$ cat src/rtl/dmem_pkg.sv
// Shared types, window constants and helpers for the data-RAM arbiter.
package dmem_pkg;

  localparam int unsigned XLEN = 32;
  localparam logic [31:0] RAM_BASE = 32'h0000_1000;
  localparam logic [31:0] RAM_TOP  = 32'h0000_1FFF;

  typedef enum logic [1:0] {
    SZ_B   = 2'b00,
    SZ_H   = 2'b01,
    SZ_W   = 2'b10,
    SZ_BAD = 2'b11
  } size_t;

  typedef enum logic [1:0] {
    StIdle,
    StAccess,
    StResp
  } state_t;

  // Illegal size reports 4 bytes; it is rejected separately anyway.
  function automatic logic [2:0] nbytes(size_t size);
    case (size)
      SZ_B:    return 3'd1;
      SZ_H:    return 3'd2;
      default: return 3'd4;
    endcase
  endfunction

  function automatic logic [XLEN-1:0] ld_extend(logic [XLEN-1:0] data, size_t size, logic uns);
    case (size)
      SZ_B:    return {{(XLEN-8){~uns & data[7]}}, data[7:0]};
      SZ_H:    return {{(XLEN-16){~uns & data[15]}}, data[15:0]};
      default: return data;
    endcase
  endfunction

endpackage

$ cat src/rtl/dmem_arbiter_rr_arb2.sv
// Two-way round-robin grant with a remembered last winner; port 0 wins the first tie.
module rr_arb2 (
  input  logic clk,
  input  logic rst_n,
  input  logic en,
  input  logic req0,
  input  logic req1,
  output logic gnt0,
  output logic gnt1
);

  logic last_q, last_d;

  always_comb begin
    gnt0 = 1'b0;
    gnt1 = 1'b0;
    if (en) begin
      if (req0 && req1) begin
        // Favour the port that did not win last time.
        gnt0 = last_q;
        gnt1 = ~last_q;
      end else begin
        gnt0 = req0;
        gnt1 = req1;
      end
    end
  end

  always_comb begin
    last_d = last_q;
    if (gnt0) begin
      last_d = 1'b0;
    end else if (gnt1) begin
      last_d = 1'b1;
    end
  end

  always_ff @(posedge clk) begin
    if (!rst_n) begin
      last_q <= 1'b1;
    end else begin
      last_q <= last_d;
    end
  end

endmodule

$ cat src/rtl/dmem_arbiter.sv
// Two-port round-robin arbiter and access sequencer in front of the byte-addressed data RAM.
module dmem_arbiter #(
  parameter int unsigned       ADDR_W   = 32,
  parameter logic [ADDR_W-1:0] RAM_BASE = dmem_pkg::RAM_BASE,
  parameter logic [ADDR_W-1:0] RAM_TOP  = dmem_pkg::RAM_TOP
) (
  input  logic              clk,
  input  logic              rst_n,
  input  logic              req0,
  output logic              gnt0,
  input  logic              we0,
  input  logic [1:0]        size0,
  input  logic              uns0,
  input  logic [ADDR_W-1:0] addr0,
  input  logic [ADDR_W-1:0] wd0,
  output logic              rvalid0,
  output logic [ADDR_W-1:0] rdata0,
  output logic              err0,
  input  logic              req1,
  output logic              gnt1,
  input  logic              we1,
  input  logic [1:0]        size1,
  input  logic              uns1,
  input  logic [ADDR_W-1:0] addr1,
  input  logic [ADDR_W-1:0] wd1,
  output logic              rvalid1,
  output logic [ADDR_W-1:0] rdata1,
  output logic              err1,
  output logic [ADDR_W-1:0] ram_a,
  output logic [ADDR_W-1:0] ram_wd,
  output logic              ram_sb,
  output logic              ram_sh,
  output logic              ram_sw,
  input  logic [ADDR_W-1:0] ram_rd
);

  import dmem_pkg::*;

  state_t state_q, state_d;

  logic              port_q, we_q, uns_q, err_q;
  size_t             size_q;
  logic [ADDR_W-1:0] addr_q, wd_q;

  logic              grant_en, hs;
  logic              sel_we, sel_uns, sel_err;
  size_t             sel_size;
  logic [ADDR_W-1:0] sel_addr, sel_wd;
  logic [ADDR_W:0]   end_addr;
  logic              store_en;
  logic [ADDR_W-1:0] resp_data;

  assign grant_en = (state_q != StAccess);
  assign hs       = (req0 & gnt0) | (req1 & gnt1);

  rr_arb2 u_rr_arb2 (
    .clk   (clk),
    .rst_n (rst_n),
    .en    (grant_en),
    .req0  (req0),
    .req1  (req1),
    .gnt0  (gnt0),
    .gnt1  (gnt1)
  );

  always_comb begin
    sel_we   = gnt1 ? we1 : we0;
    sel_uns  = gnt1 ? uns1 : uns0;
    sel_size = size_t'(gnt1 ? size1 : size0);
    sel_addr = gnt1 ? addr1 : addr0;
    sel_wd   = gnt1 ? wd1 : wd0;
    // One extra bit so an access running past the top of the address space is caught.
    end_addr = {1'b0, sel_addr} + {{(ADDR_W-2){1'b0}}, nbytes(sel_size)} - (ADDR_W+1)'(1);
    sel_err  = (sel_size == SZ_BAD) || (sel_addr < RAM_BASE) || (end_addr > {1'b0, RAM_TOP});
  end

  always_comb begin
    state_d = state_q;
    case (state_q)
      StIdle:   if (hs) state_d = StAccess;
      StAccess: state_d = StResp;
      StResp:   state_d = hs ? StAccess : StIdle;
      default:  state_d = StIdle;
    endcase
  end

  // Strobes are gated by rst_n so a reset edge never commits a write.
  always_comb begin
    store_en  = (state_q == StAccess) && we_q && !err_q && rst_n;
    ram_sb    = store_en && (size_q == SZ_B);
    ram_sh    = store_en && (size_q == SZ_H);
    ram_sw    = store_en && (size_q == SZ_W);
    ram_a     = (state_q == StAccess) ? addr_q : '0;
    ram_wd    = (state_q == StAccess) ? wd_q : '0;
    resp_data = (we_q || err_q) ? '0 : ld_extend(ram_rd, size_q, uns_q);
  end

  always_ff @(posedge clk) begin
    if (!rst_n) begin
      state_q <= StIdle;
      port_q  <= 1'b0;
      we_q    <= 1'b0;
      uns_q   <= 1'b0;
      err_q   <= 1'b0;
      size_q  <= SZ_B;
      addr_q  <= '0;
      wd_q    <= '0;
      rvalid0 <= 1'b0;
      rvalid1 <= 1'b0;
      err0    <= 1'b0;
      err1    <= 1'b0;
      rdata0  <= '0;
      rdata1  <= '0;
    end else begin
      state_q <= state_d;
      rvalid0 <= 1'b0;
      rvalid1 <= 1'b0;
      if (hs) begin
        port_q <= gnt1;
        we_q   <= sel_we;
        uns_q  <= sel_uns;
        err_q  <= sel_err;
        size_q <= sel_size;
        addr_q <= sel_addr;
        wd_q   <= sel_wd;
      end
      if (state_q == StAccess) begin
        if (port_q) begin
          rvalid1 <= 1'b1;
          err1    <= err_q;
          rdata1  <= resp_data;
        end else begin
          rvalid0 <= 1'b1;
          err0    <= err_q;
          rdata0  <= resp_data;
        end
      end
    end
  end

endmodule
$ cat config.mk
export PLATFORM = sky130hd
export DESIGN_NAME = dmem_arbiter
export DESIGN_NICKNAME = d
export VERILOG_FILES = /design/src/rtl/dmem_pkg.sv /design/src/rtl/dmem_arbiter_rr_arb2.sv /design/src/rtl/dmem_arbiter.sv
export SDC_FILE = /design/constraint.sdc
export NUM_CORES = 1
export LEC_CHECK = 0
export ABC_AREA = 1
export CORE_MARGIN = 4
export CORE_UTILIZATION = 45
export DETAILED_ROUTE_END_ITERATION = 8
export GPL_TIMING_DRIVEN = 0
export PLACE_DENSITY_LB_ADDON = 0.2
export SLEW_MARGIN = 15
export SYNTH_ARGS = -nofsm -noshare
export SYNTH_HDL_FRONTEND = slang
export SYNTH_HIERARCHICAL = 1
export SYNTH_SLANG_ARGS = --single-unit
$ cat constraint.sdc
create_clock -name clk -period 12.2 [get_ports clk]
set_input_delay 3.66 -clock clk [delete_from_list [all_inputs] [get_ports clk]]
set_output_delay 3.66 -clock clk [all_outputs]
set_load 0.03 [all_outputs]
* Word level (Yosys, flattened, before mapping) *
Cells that the tools add are included.

cells by class
  muxes and demuxes = 21
  reductions and logical operators = 18
  add/sub/neg operators = 2
  bitwise operators = 8
  order comparisons = 2
  equality and inequality tests = 8

operators by type and width
  operator                                                                           count
  32-bit two-way mux                                                                 5
  32-bit one-hot mux with 2 select lines                                             1
  32-bit by 3-bit adder with 33-bit output                                           1
  33-bit by 13-bit greater-than comparator with 1-bit output, second input constant  1
  33-bit by 1-bit subtractor with 33-bit output, second input constant               1
  32-bit by 13-bit < comparator with 1-bit output, second input constant             1
  1-bit two-way mux                                                                  11
  1-bit logical AND                                                                  7
  2-bit by 1-bit == test with 1-bit output, second input constant                    3
  2-bit == test, second input constant                                               3
  2-bit zero test                                                                    3
  2-bit one-hot mux with 3 select lines                                              1
  3-bit one-hot mux with 2 select lines                                              1
  2-bit AND reduction                                                                3
  1-bit bitwise AND                                                                  4
  2-bit two-way mux                                                                  2
  1-bit logical OR                                                                   3
  1-bit inverter                                                                     3
  2-bit by 1-bit inequality test with 1-bit output, second input constant            1
  2-bit inequality test, second input constant                                       1
  2-bit nonzero test                                                                 1
  1-bit zero test                                                                    1
  1-bit OR                                                                           1

storage, ports and cells
  bits in registers = 141
  logic and storage cells = 74
  input port bits = 172

* Logic depth before layout (Yosys ltp) *
  depth after elaboration = 10
  depth in mapped cells = 29

* Modules after synthesis *
The synthesis kept the hierarchy.

by module, submodules not included
  module        times used  area each (µm²)  cells each
  dmem_arbiter  1           9056.2           1483
  rr_arb2       1           67.6             12

* Worst setup path before layout *
OpenSTA, ideal clock, no wires.

  path kind = input port to output port
  from = input rst_n
  to = output ram_sb
  path buffers = 1
  slack = 3630 ps
  cell stages on the path = 5
  arrival = 4910 ps
  path through = clkbuf_1 inv_1 nor2_1 nand3b_1 nor3_1

between the ends
  word-level cells in the longest chain between the ends = 2

ends and longest elaborated chain
  element            RTL line            text
  from (decl)        dmem_arbiter.sv:8   input logic rst_n,
  1-bit logical AND  dmem_arbiter.sv:89  store_en = (state_q == StAccess) && we_q && !err_q && rst_n;
  1-bit logical AND  dmem_arbiter.sv:90  ram_sb = store_en && (size_q == SZ_B);
  to (decl)          dmem_arbiter.sv:31  output logic ram_sb,

No other way between the ends.

* Final worst setup path *
Ends and elaborated chain as after synthesis.

==> flow_metrics.py <==
metrics = {
    "outcome": {
        "outcome": "finished clean",
    },
    "timing": {
        "finalClockSkew_ns": 0.0141,
        "max-slew-margin-rel_pct": 28.8,
        "drv_slew": 0,
        "clock.fmax_mhz": 101,
        "setup_viol": 0,
        "period_share_pct": 81.1,
        "final-hold-violation-count": 0,
        "fin_setup_tns_ns": 0,
        "worst_slew_pin_slew_ns": 1.06,
        "finalCriticalPeriod_ns": 9.89,
        "rsz0062_at_grt": "false",
    },
    "setup_path": {
        "worst_setup_path_end_kind": "output pin",
        "crit_required_ns": 8.54,
        "path_cells": "clkdlybuf4s50_1 -> clkbuf_1 -> inv_1 -> nor2_1 -> nand3b_1 -> nor3_1 -> clkdlybuf4s50_1",
        "arrival_ns": 6.23,
        "critPathBufInv": 4,
        "crit_slowest_cell": "clkdlybuf4s50_1",
        "reg2reg_slack_ns": 7.54,
        "cp-start-kind": "primary input",
        "crit_top_cell": "clkdlybuf4s50_1",
        "crit_family": "buffers and inverters",
        "worstPathMaxFanout": 10,
        "cpPeakStageDelay_ns": 0.71,
        "crit_type": "in2out",
    },
    "logic_synthesis": {
        "synth_seq_cells": 141,
        "syn_area_per_cell_um2": 6.10,
        "yosysWarnings": 6,
        "synth_nets": 1714,
        "ys_seq_area_share_pct": 30.9,
        "synthCells": 1495,
        "synth_cell_type_count": 36,
        "syn-cell-area_mm2": 0.00912,
    },
    "die": {
        "die_h_um": 150,
        "coreArea_mm2": 0.0197,
        "dieWidth_um": 150,
        "die-area_mm2": 0.0226,
        "pin_count": 309,
        "initial_core_util_pct": 46.3,
        "std_cell_rows": 51,
    },
    "clock_network": {
        "clock_path_buffers": 2,
        "root_buffer": "clkbuf_16",
        "clkTransAtPathRegs_ns": 0.06,
        "cts_hold_repair.buffers": 0,
        "clk_latency_ns": 0.43,
        "postCtsSetupRepairBufs": 0,
        "cts_resized": 0,
        "cts-htree-levels": 4,
        "cts_made_buffers": 17,
        "cts.sink_count": 141,
        "cts_tree": "built",
    },
    "cells_and_area": {
        "nets": 2041,
        "drive_gt1_share_pct": 5.89,
        "areaGrowthSynthToFinish_pct": 44.2,
        "diodes": 0,
        "final.fill_count": 1798,
    },
    "routing": {
        "drc_errors": 0,
        "drt_wl_total_um": 33100,
        "routed_via_density": 5.01,
        "dr.pass1.iters": 5,
        "ant_nets": 0,
        "vias": 10500,
        "wl_per_cell_um": 15.7,
        "first_iter_violations": 678,
    },
    "hold_path": {
        "hold_path.class": "reg2reg",
    },
    "grt": {
        "grt_pass1_wl_um": 50700,
        "antenna_found_initial": 1,
        "overflow": 0,
        "grt_pass1_vias": 9966,
        "gr-usage-all-layers_pct": 28.2,
        "grt_max_degree": 17,
    },
    "job": {
        "drv_cap": 0,
    },
    "power": {
        "p_comb_share_pct": 34.4,
        "switching_power_mw": 0.608,
        "power_density_mw_per_mm2": 123,
        "vdd_drop_max_v": 0.000105,
        "p_clk_share_pct": 33.9,
        "swShare_pct": 37.4,
        "seqPwrFrac_pct": 31.8,
        "p_int_mw": 1.02,
        "power_leakage_nw": 6.11,
        "power_mw": 1.62,
    },
    "place": {
        "place_hpwl_um": 26500,
        "globalplace.congestion": 0.959,
        "io_buffers": 308,
    },
}
==> sequential cells by signal, summed over array words and instances, names as in the netlist, 2 cells and up <==
| name | flops |
|---|---|
| state_q | 2 |
| rdata0 | 32 |
| size_q | 2 |
| wd_q | 32 |
| rdata1 | 32 |
| addr_q | 32 |
==> layout make-up <==
class | count | area [um2] | area share (%)
sequential | 141 | 2820 | 21.5
buffer | 69 | 289 | 2.20
tap | 265 | 332 | 2.52
clock inverter | 15 | 195 | 1.48
clock buffer | 17 | 425 | 3.23
timing repair buffer | 308 | 3080 | 23.4
inverter | 293 | 1100 | 8.36
multi-input combinational | 992 | 4910 | 37.3
==> metrics by stage <==
| step | setup slack [ns] | utilization [%] | hold WS [ns] | instance area (um2) | std cells |
|---|---|---|---|---|---|
| detailed placement | 2.35 | 63.6 | 0.416 | 12500 | 2068 |
| finish | 2.31 | 66.7 | 0.424 | 13200 | 2100 |
| global route | 2.19 | 66.7 | 0.463 | 13200 | 2100 |
| CTS | 2.33 | 66.7 | 0.425 | 13200 | 2100 |
| floorplan | 3.63 | - | 0.400 | 9120 | 1495 |
| global placement | 2.31 | 63.6 | 0.411 | 12500 | 2068 |
==> cell usage in the layout (no fill, tap or decap), drive strengths merged <==
| master | n |
|---|---|
| mux2i | 2 |
| nor2 | 184 |
| fa | 1 |
| and2 | 5 |
| nand3b | 3 |
| bufinv | 2 |
| nand3 | 44 |
| a31oi | 1 |
| o21bai | 6 |
| clkinvlp | 1 |
| nand2 | 308 |
| nand4 | 7 |
| clkdlybuf4s50 | 308 |
| clkbuf | 59 |
| o21ai | 185 |
| dfxtp | 141 |
| inv | 299 |
| buf | 27 |
| nor3 | 11 |
| clkinv | 6 |
| a21oi | 185 |
| mux2 | 1 |
| xor2 | 1 |
| o31ai | 1 |
| ha | 46 |
| or2 | 1 |
==> final timing paths <==
check / end / cells past startpoint / from
worst max register to register: err_q$_SDFFE_PN0P_ / 28 / state_q[0]$_SDFFE_PN0P_
worst max-delay path: ram_sb / 7 / rst_n
worst min-delay path: state_q[0]$_SDFFE_PN0P_ / 1 / state_q[0]$_SDFFE_PN0P_
worst min register to register: state_q[0]$_SDFFE_PN0P_ / 1 / state_q[0]$_SDFFE_PN0P_
==> cell families (layout without fill, tap and decap cells) <==
family	Yosys count	after routing	share of synthesized area, %
simple gates	563	563	25.6
compound gates	378	378	21.3
buf+inv	362	702	15.2
flops	141	141	30.9
fa+ha+maj	47	47	6.53
mux	3	3	0.343
xor+xnor	1	1	0.0960
==> cells in the mapped netlist, drive strengths merged <==
library cell    n  share of area [%]
a21oi         185                 10
a31oi           1              0.069
and2            5               0.37
buf            27                1.4
clkbuf         42                1.7
clkinv          2              0.082
dfxtp         141                 31
fa              1               0.22
ha             46                6.3
inv           291                 12
mux2            1               0.12
mux2i           2               0.22
nand2         308                 13
nand3          44                2.5
nand3b          3               0.25
nand4           7               0.48
nor2          184                8.1
nor3           11               0.88
o21ai         185                 10
o21bai          6               0.49
o31ai           1              0.082
or2             1              0.069
xor2            1              0.096
==> power by group through the flow <==
stage	logic, mW	registers (mW)	clock network (mW)
after floorplan	0.334	0.543	0
after global placement	0.542	0.524	0
after detailed placement	0.550	0.525	0
after CTS	0.554	0.516	0.550
after global routing	0.620	0.520	0.572
final	0.558	0.516	0.550
==> per-layer routing <==
metal	up-vias	GRT usage (%)	share of wire [%]
met5	-	0	0
met4	0	8.14	2.6
met3	57	5.66	7.8
met2	430	48.7	47
met1	4715	35.7	43
li1	5321	-	-
Power figures use the tool's default switching activity.
